### config.mk
export PLATFORM = sky130hd
export DESIGN_NAME = mem_arbiter
export DESIGN_NICKNAME = d
export VERILOG_FILES = /design/src/rtl/mem_arb_pkg.sv /design/src/rtl/mem_arbiter_rr_picker.sv /design/src/rtl/mem_arbiter.sv
export SDC_FILE = /design/constraint.sdc
export NUM_CORES = 1
export LEC_CHECK = 0
export BUFFER_PORTS_ARGS = -buffer_cell sky130_fd_sc_hd__buf_2
export CORE_ASPECT_RATIO = 0.5
export CORE_MARGIN = 2
export CORE_UTILIZATION = 45
export CTS_BUF_LIST = sky130_fd_sc_hd__clkbuf_4 sky130_fd_sc_hd__clkbuf_8
export DETAILED_ROUTE_END_ITERATION = 8
export PLACE_DENSITY = 0.84
export SLEW_MARGIN = 25
export SYNTH_ARGS = -nofsm -noshare
export SYNTH_HDL_FRONTEND = slang
export SYNTH_SLANG_ARGS = --single-unit
### constraint.sdc
create_clock -name clk -period 3.96 [get_ports clk]
set_input_delay 0.792 -clock clk [delete_from_list [all_inputs] [get_ports clk]]
set_output_delay 0.792 -clock clk [all_outputs]
set_load 0.1 [all_outputs]
### src/rtl/mem_arb_pkg.sv
// Shared types and helpers for the memory arbiter.
//   arb_state_t : sequencer states (IDLE, ISSUE, READ)
//   data_w()    : data width derived from the address width
package mem_arb_pkg;

    typedef enum logic [1:0] {
        IDLE  = 2'd0,
        ISSUE = 2'd1,
        READ  = 2'd2
    } arb_state_t;

    // Memory words are twice as wide as the address.
    function automatic int unsigned data_w(input int unsigned width);
        return 2 * width;
    endfunction

endpackage

### src/rtl/mem_arbiter_rr_picker.sv
// rr_picker: picks one requester out of a valid vector.
//   Default build: round-robin, searching upward from ptr_i modulo NREQ.
//   MEM_ARB_FIXED_PRIO_EN defined: lowest index wins and ptr_i is ignored.
// Ports:
//   valid_i [NREQ]  : request vector
//   ptr_i   [IDX_W] : round-robin start index
//   grant_o [NREQ]  : one-hot winner (zero when nothing is valid)
//   idx_o   [IDX_W] : winner index
//   any_o           : at least one request is valid
module rr_picker #(
    parameter int unsigned NREQ  = 2,
    parameter int unsigned IDX_W = (NREQ > 1) ? $clog2(NREQ) : 1
) (
    input  logic [NREQ-1:0]  valid_i,
    input  logic [IDX_W-1:0] ptr_i,
    output logic [NREQ-1:0]  grant_o,
    output logic [IDX_W-1:0] idx_o,
    output logic             any_o
);

    logic found;

`ifdef MEM_ARB_FIXED_PRIO_EN
    logic unused_ptr;
    assign unused_ptr = ^ptr_i;

    // Lowest-index valid requester wins.
    always_comb begin
        found = 1'b0;
        idx_o = '0;
        for (int unsigned k = 0; k < NREQ; k++) begin
            if (!found && valid_i[IDX_W'(k)]) begin
                found = 1'b1;
                idx_o = IDX_W'(k);
            end
        end
    end
`else
    int unsigned cand;

    // First valid requester at or above the pointer, wrapping at NREQ.
    always_comb begin
        found = 1'b0;
        idx_o = '0;
        cand  = 0;
        for (int unsigned k = 0; k < NREQ; k++) begin
            cand = (32'(ptr_i) + k) % NREQ;
            if (!found && valid_i[IDX_W'(cand)]) begin
                found = 1'b1;
                idx_o = IDX_W'(cand);
            end
        end
    end
`endif

    assign any_o   = found;
    assign grant_o = found ? (NREQ'(1) << idx_o) : '0;

endmodule

### src/rtl/mem_arbiter.sv
// mem_arbiter: shares one single-port memory (registered read, read-enable
// gated output) between NREQ requesters, one command at a time.
// Optional build macro MEM_ARB_FIXED_PRIO_EN selects fixed priority
// (lowest index wins, no pointer register); default is round-robin.
// Ports:
//   clk, rst          : clock, asynchronous active-high reset
//   req_valid/write   : per-requester command valid / write(1) read(0)
//   req_addr/wdata    : packed per-requester address / write data
//   req_ready         : one-hot accept, only in IDLE
//   rsp_valid         : one-cycle completion pulse to the command owner
//   rsp_rdata         : read data, updated only when a read completes
//   memoryWrite/Read  : memory write enable / read output gate
//   memoryAddress     : memory address, holds in IDLE
//   memoryWriteData   : memory write data, holds in IDLE
//   memoryOutData     : memory read data
module mem_arbiter
    import mem_arb_pkg::*;
#(
    parameter int unsigned WIDTH = 8,
    parameter int unsigned NREQ  = 2
) (
    input  logic                      clk,
    input  logic                      rst,
    input  logic [NREQ-1:0]           req_valid,
    input  logic [NREQ-1:0]           req_write,
    input  logic [NREQ*WIDTH-1:0]     req_addr,
    input  logic [NREQ*2*WIDTH-1:0]   req_wdata,
    output logic [NREQ-1:0]           req_ready,
    output logic [NREQ-1:0]           rsp_valid,
    output logic [2*WIDTH-1:0]        rsp_rdata,
    output logic                      memoryWrite,
    output logic                      memoryRead,
    output logic [WIDTH-1:0]          memoryAddress,
    output logic [2*WIDTH-1:0]        memoryWriteData,
    input  logic [2*WIDTH-1:0]        memoryOutData
);

    localparam int unsigned DATA_W = data_w(WIDTH);
    localparam int unsigned IDX_W  = (NREQ > 1) ? $clog2(NREQ) : 1;

    arb_state_t         state_q;
    logic [IDX_W-1:0]   owner_q;
    logic               write_q;
    logic [WIDTH-1:0]   addr_q;
    logic [DATA_W-1:0]  wdata_q;
    logic [DATA_W-1:0]  rdata_q;
    logic [NREQ-1:0]    rsp_valid_q;

    logic [IDX_W-1:0]   rr_ptr;
    logic [NREQ-1:0]    pick_grant;
    logic [IDX_W-1:0]   pick_idx;
    logic               pick_any;

`ifdef MEM_ARB_FIXED_PRIO_EN
    assign rr_ptr = '0;
`else
    logic [IDX_W-1:0]   ptr_q;
    assign rr_ptr = ptr_q;
`endif

    rr_picker #(
        .NREQ  (NREQ),
        .IDX_W (IDX_W)
    ) u_picker (
        .valid_i (req_valid),
        .ptr_i   (rr_ptr),
        .grant_o (pick_grant),
        .idx_o   (pick_idx),
        .any_o   (pick_any)
    );

    // Grant is only offered while idle; the winner is valid by construction.
    assign req_ready = (state_q == IDLE) ? pick_grant : '0;

    // Sequencer: latch the winning command, drive the memory, respond.
    always_ff @(posedge clk or posedge rst) begin
        if (rst) begin
            state_q     <= IDLE;
            owner_q     <= '0;
            write_q     <= 1'b0;
            addr_q      <= '0;
            wdata_q     <= '0;
            rdata_q     <= '0;
            rsp_valid_q <= '0;
`ifndef MEM_ARB_FIXED_PRIO_EN
            ptr_q       <= '0;
`endif
        end else begin
            rsp_valid_q <= '0;
            case (state_q)
                IDLE: begin
                    if (pick_any) begin
                        owner_q <= pick_idx;
                        write_q <= req_write[pick_idx];
                        addr_q  <= req_addr[32'(pick_idx) * WIDTH +: WIDTH];
                        wdata_q <= req_wdata[32'(pick_idx) * DATA_W +: DATA_W];
`ifndef MEM_ARB_FIXED_PRIO_EN
                        if (32'(pick_idx) == NREQ - 1) begin
                            ptr_q <= '0;
                        end else begin
                            ptr_q <= pick_idx + IDX_W'(1);
                        end
`endif
                        state_q <= ISSUE;
                    end
                end
                ISSUE: begin
                    if (write_q) begin
                        rsp_valid_q <= NREQ'(1) << owner_q;
                        state_q     <= IDLE;
                    end else begin
                        state_q     <= READ;
                    end
                end
                READ: begin
                    rdata_q     <= memoryOutData;
                    rsp_valid_q <= NREQ'(1) << owner_q;
                    state_q     <= IDLE;
                end
                default: state_q <= IDLE;
            endcase
        end
    end

    // Memory strobes decode straight from registers, so reset drops them at once.
    assign memoryWrite     = (state_q == ISSUE) && write_q;
    assign memoryRead      = (state_q == READ);
    assign memoryAddress   = addr_q;
    assign memoryWriteData = wdata_q;
    assign rsp_valid       = rsp_valid_q;
    assign rsp_rdata       = rdata_q;

endmodule

==> results_dict.tcl <==
set metrics [dict create \
    outcome "finished clean" \
    drt-met1-wl_mm 2.318 \
    gp_routability_congestion 0.8193 \
    critPathKind "primary input to output port" \
    ctsHoldBuffers 0 \
    dieWidth_um 102.3 \
    num-nets-final 389 \
    mappedNetlistNets 281 \
    die_height_um 53.17 \
    synthesis.yosys.warnings 0 \
    critical_path.slowest_cell "sky130_fd_sc_hd__buf_2" \
    critPathRequiredTime_ns 3.17 \
    start_kind "primary input" \
    setup_violations 0 \
    final_hold_violation_count 0 \
    clkSinkCount 47 \
    drt_first_pass_iters 4 \
    critical_path_peak_fanout 16 \
    clk_pin_slew_ns 0.08 \
    num_rows 17 \
    antennaDiodeCount 0 \
    slew_violations 0 \
    synth_seq_area_share_pct 54.05 \
    critical-path-max-stage-delay_ns 0.44 \
    min_period_ns 2.983 \
    crit_buf_inv 3 \
    wire_length_of_the_first_global_routing_pass_mm 8.680 \
    io_pins 116 \
    cts_max_path_buffers 2 \
    drcViolationCount 0 \
    top_signal_layer_used "met4" \
    global_route.overflow_total 0 \
    cts_resized 0 \
    grt_max_degree 48 \
    vias_per_cell 5.277 \
    syn_area_um2 2176 \
    number_of_global_route_vias_before_repair 1955 \
    post_cts.repair.setup_buffers 0 \
    placed_cells_incl_taps 374 \
    layout_commonest_cell "sky130_fd_sc_hd__buf_2" \
    arrival_worst_endpoint_ns 2.19 \
    slew_headroom_pct 46.91 \
    crit_family "buffers and inverters" \
    drtIter0Drc 111 \
    layout_common_cells "sky130_fd_sc_hd__buf_2 (115), sky130_fd_sc_hd__dfrtp_1 (47), sky130_fd_sc_hd__nor2_1 (27)" \
    ctsHtreeMaxLevel 2 \
    post_drt_wl_per_cell_um 14.59 \
    critPathMostFrequentCell "sky130_fd_sc_hd__buf_2" \
    route.vias.total 2016 \
    placedInstanceArea_um2 2730 \
    tritoncts.num_buffers 5 \
    initial_core_util_pct 48.03 \
    ant_nets 0 \
    layout.cell_area.non_filler_um2 2830 \
    least_margin_pin_slew_ns 0.7963 \
    floorplan.die_area_um2 5441 \
    syn-instance-count 207 \
    met2_length_mm 2.920 \
    dp_hpwl_mm 4.098 \
    antenna_found_initial 0 \
    groute.usage.overall_pct 21.02 \
    timing.setup.tns_ns 0 \
    post-route-period-util_pct 75.33 \
    grt_setup_unrepaired "no" \
    unique_masters_post_synth 26 \
    filler_cell_count 393 \
    layout-drive-gt1-share_pct 46.52 \
    cp-end-kind "output port" \
    postSynthAreaPerCell_um2 10.51 \
    worst_skew_pair.late_latency_ns 0.29 \
    worstPathCellList "buf_2, nand2b_1, buf_4, nand2_1, nor2_1, buf_2" \
    drv.max_cap_violation_count 0 \
    io_buffers 115 \
    syn_to_final_growth_pct 30.07 \
    clock-root-buffer "sky130_fd_sc_hd__clkbuf_8" \
    yosys_register_bits 47 \
    final_cells 382 \
    finClkSkew_ns 0.002741 \
    maxClockFrequency_mhz 335.2 \
    cts_tree "yes" \
    wirelength_mm 5.575 \
    met3_length_um 278 \
    hold_path.class "flip-flop to flip-flop" \
    core-area_um2 4531 \
]
[synth_stat cells]
master / number / share of area [%]
sky130_fd_sc_hd__and2_1: 1 / 0.29
sky130_fd_sc_hd__dfrtp_1: 47 / 54
sky130_fd_sc_hd__o211a_1: 1 / 0.46
sky130_fd_sc_hd__ha_1: 4 / 2.3
sky130_fd_sc_hd__inv_1: 4 / 0.69
sky130_fd_sc_hd__a21oi_1: 25 / 5.8
sky130_fd_sc_hd__a31oi_1: 25 / 7.2
sky130_fd_sc_hd__and2b_4: 1 / 0.46
sky130_fd_sc_hd__buf_4: 5 / 1.7
sky130_fd_sc_hd__clkbuf_1: 2 / 0.35
sky130_fd_sc_hd__nand2b_1: 2 / 0.57
sky130_fd_sc_hd__buf_6: 5 / 2.6
sky130_fd_sc_hd__o21ai_1: 4 / 0.92
sky130_fd_sc_hd__nor3_1: 1 / 0.23
sky130_fd_sc_hd__a221o_1: 1 / 0.46
sky130_fd_sc_hd__mux2_2: 16 / 8.3
sky130_fd_sc_hd__o21a_2: 1 / 0.40
sky130_fd_sc_hd__mux2i_1: 1 / 0.46
sky130_fd_sc_hd__o21ai_2: 1 / 0.40
sky130_fd_sc_hd__nor3b_1: 1 / 0.35
sky130_fd_sc_hd__buf_2: 5 / 1.1
sky130_fd_sc_hd__o21ai_0: 21 / 4.8
sky130_fd_sc_hd__nor2_1: 27 / 4.7
sky130_fd_sc_hd__nand2_1: 4 / 0.69
sky130_fd_sc_hd__a21boi_0: 1 / 0.35
sky130_fd_sc_hd__a21oi_2: 1 / 0.40
[per-stage QoR]
stage	util [%]	hold WS [ns]	setup WS, ns
after detailed placement	60.26	0.4649	0.9857
after floorplan	-	0.4310	0.7332
after CTS	62.44	0.4837	0.9843
final	62.47	0.4921	0.9770
after global routing	62.47	0.5172	0.9050
after global placement	60.26	0.4606	1.040
[routing by layer]
layer / GRT usage [%] / vias up
li1: - / 950
met1: 23.93 / 996
met2: 38.93 / 64
met3: 5.680 / 6
met4: 7.111 / 0
met5: 0 / -
[logic make-up after synthesis]
logic type	Yosys count	share of synthesized area (%)
flip-flops	47	54.05
AND/OR/NAND/NOR	37	7.245
multiplexers	17	8.741
buffers and inverters	21	6.498
AO/OA/AOI/OAI	81	21.16
adder cells (fa/ha/maj)	4	2.300
[area by class of cell]
| type | count | area [µm²] | share of cell area, % |
|---|---|---|---|
| sequential | 47 | 1176 | 41.56 |
| clock buffer | 7 | 90.09 | 3.183 |
| clock inverter | 1 | 8.758 | 0.3095 |
| tap | 66 | 82.58 | 2.918 |
| multi-input combinational | 139 | 858.3 | 30.33 |
| timing repair buffer | 118 | 598.1 | 21.13 |
| inverter | 4 | 16.27 | 0.5747 |
[sequential cells by signal, indices dropped and copies added, names as in the netlist]
name	count
memoryAddress	8
memoryWriteData	16
owner_q	1
ptr_q	1
rsp_rdata	16
rsp_valid	2
state_q	2
write_q	1
[path summary, 6_finish.rpt]
check	depth (start not counted)	end	start	slack (ns)
hold reg to reg	1	rsp_valid[0]$_DFF_PP0_	owner_q$_DFFE_PP0P_	0.49
setup reg to reg	6	memoryWriteData[14]$_DFFE_PP0P_	state_q[1]$_DFFE_PP0P_	2.25
max in group asynchronous	2	memoryAddress[3]$_DFFE_PP0P_	rst	2.87
setup / recovery	6	req_ready[1]	req_valid[0]	0.98
min in group asynchronous	2	memoryWriteData[4]$_DFFE_PP0P_	rst	0.60
hold / removal	1	rsp_valid[0]$_DFF_PP0_	owner_q$_DFFE_PP0P_	0.49
Power is left out: the tool's default activity adds up to more than one toggle a clock period on the data nets, which glitch-free logic cannot reach.
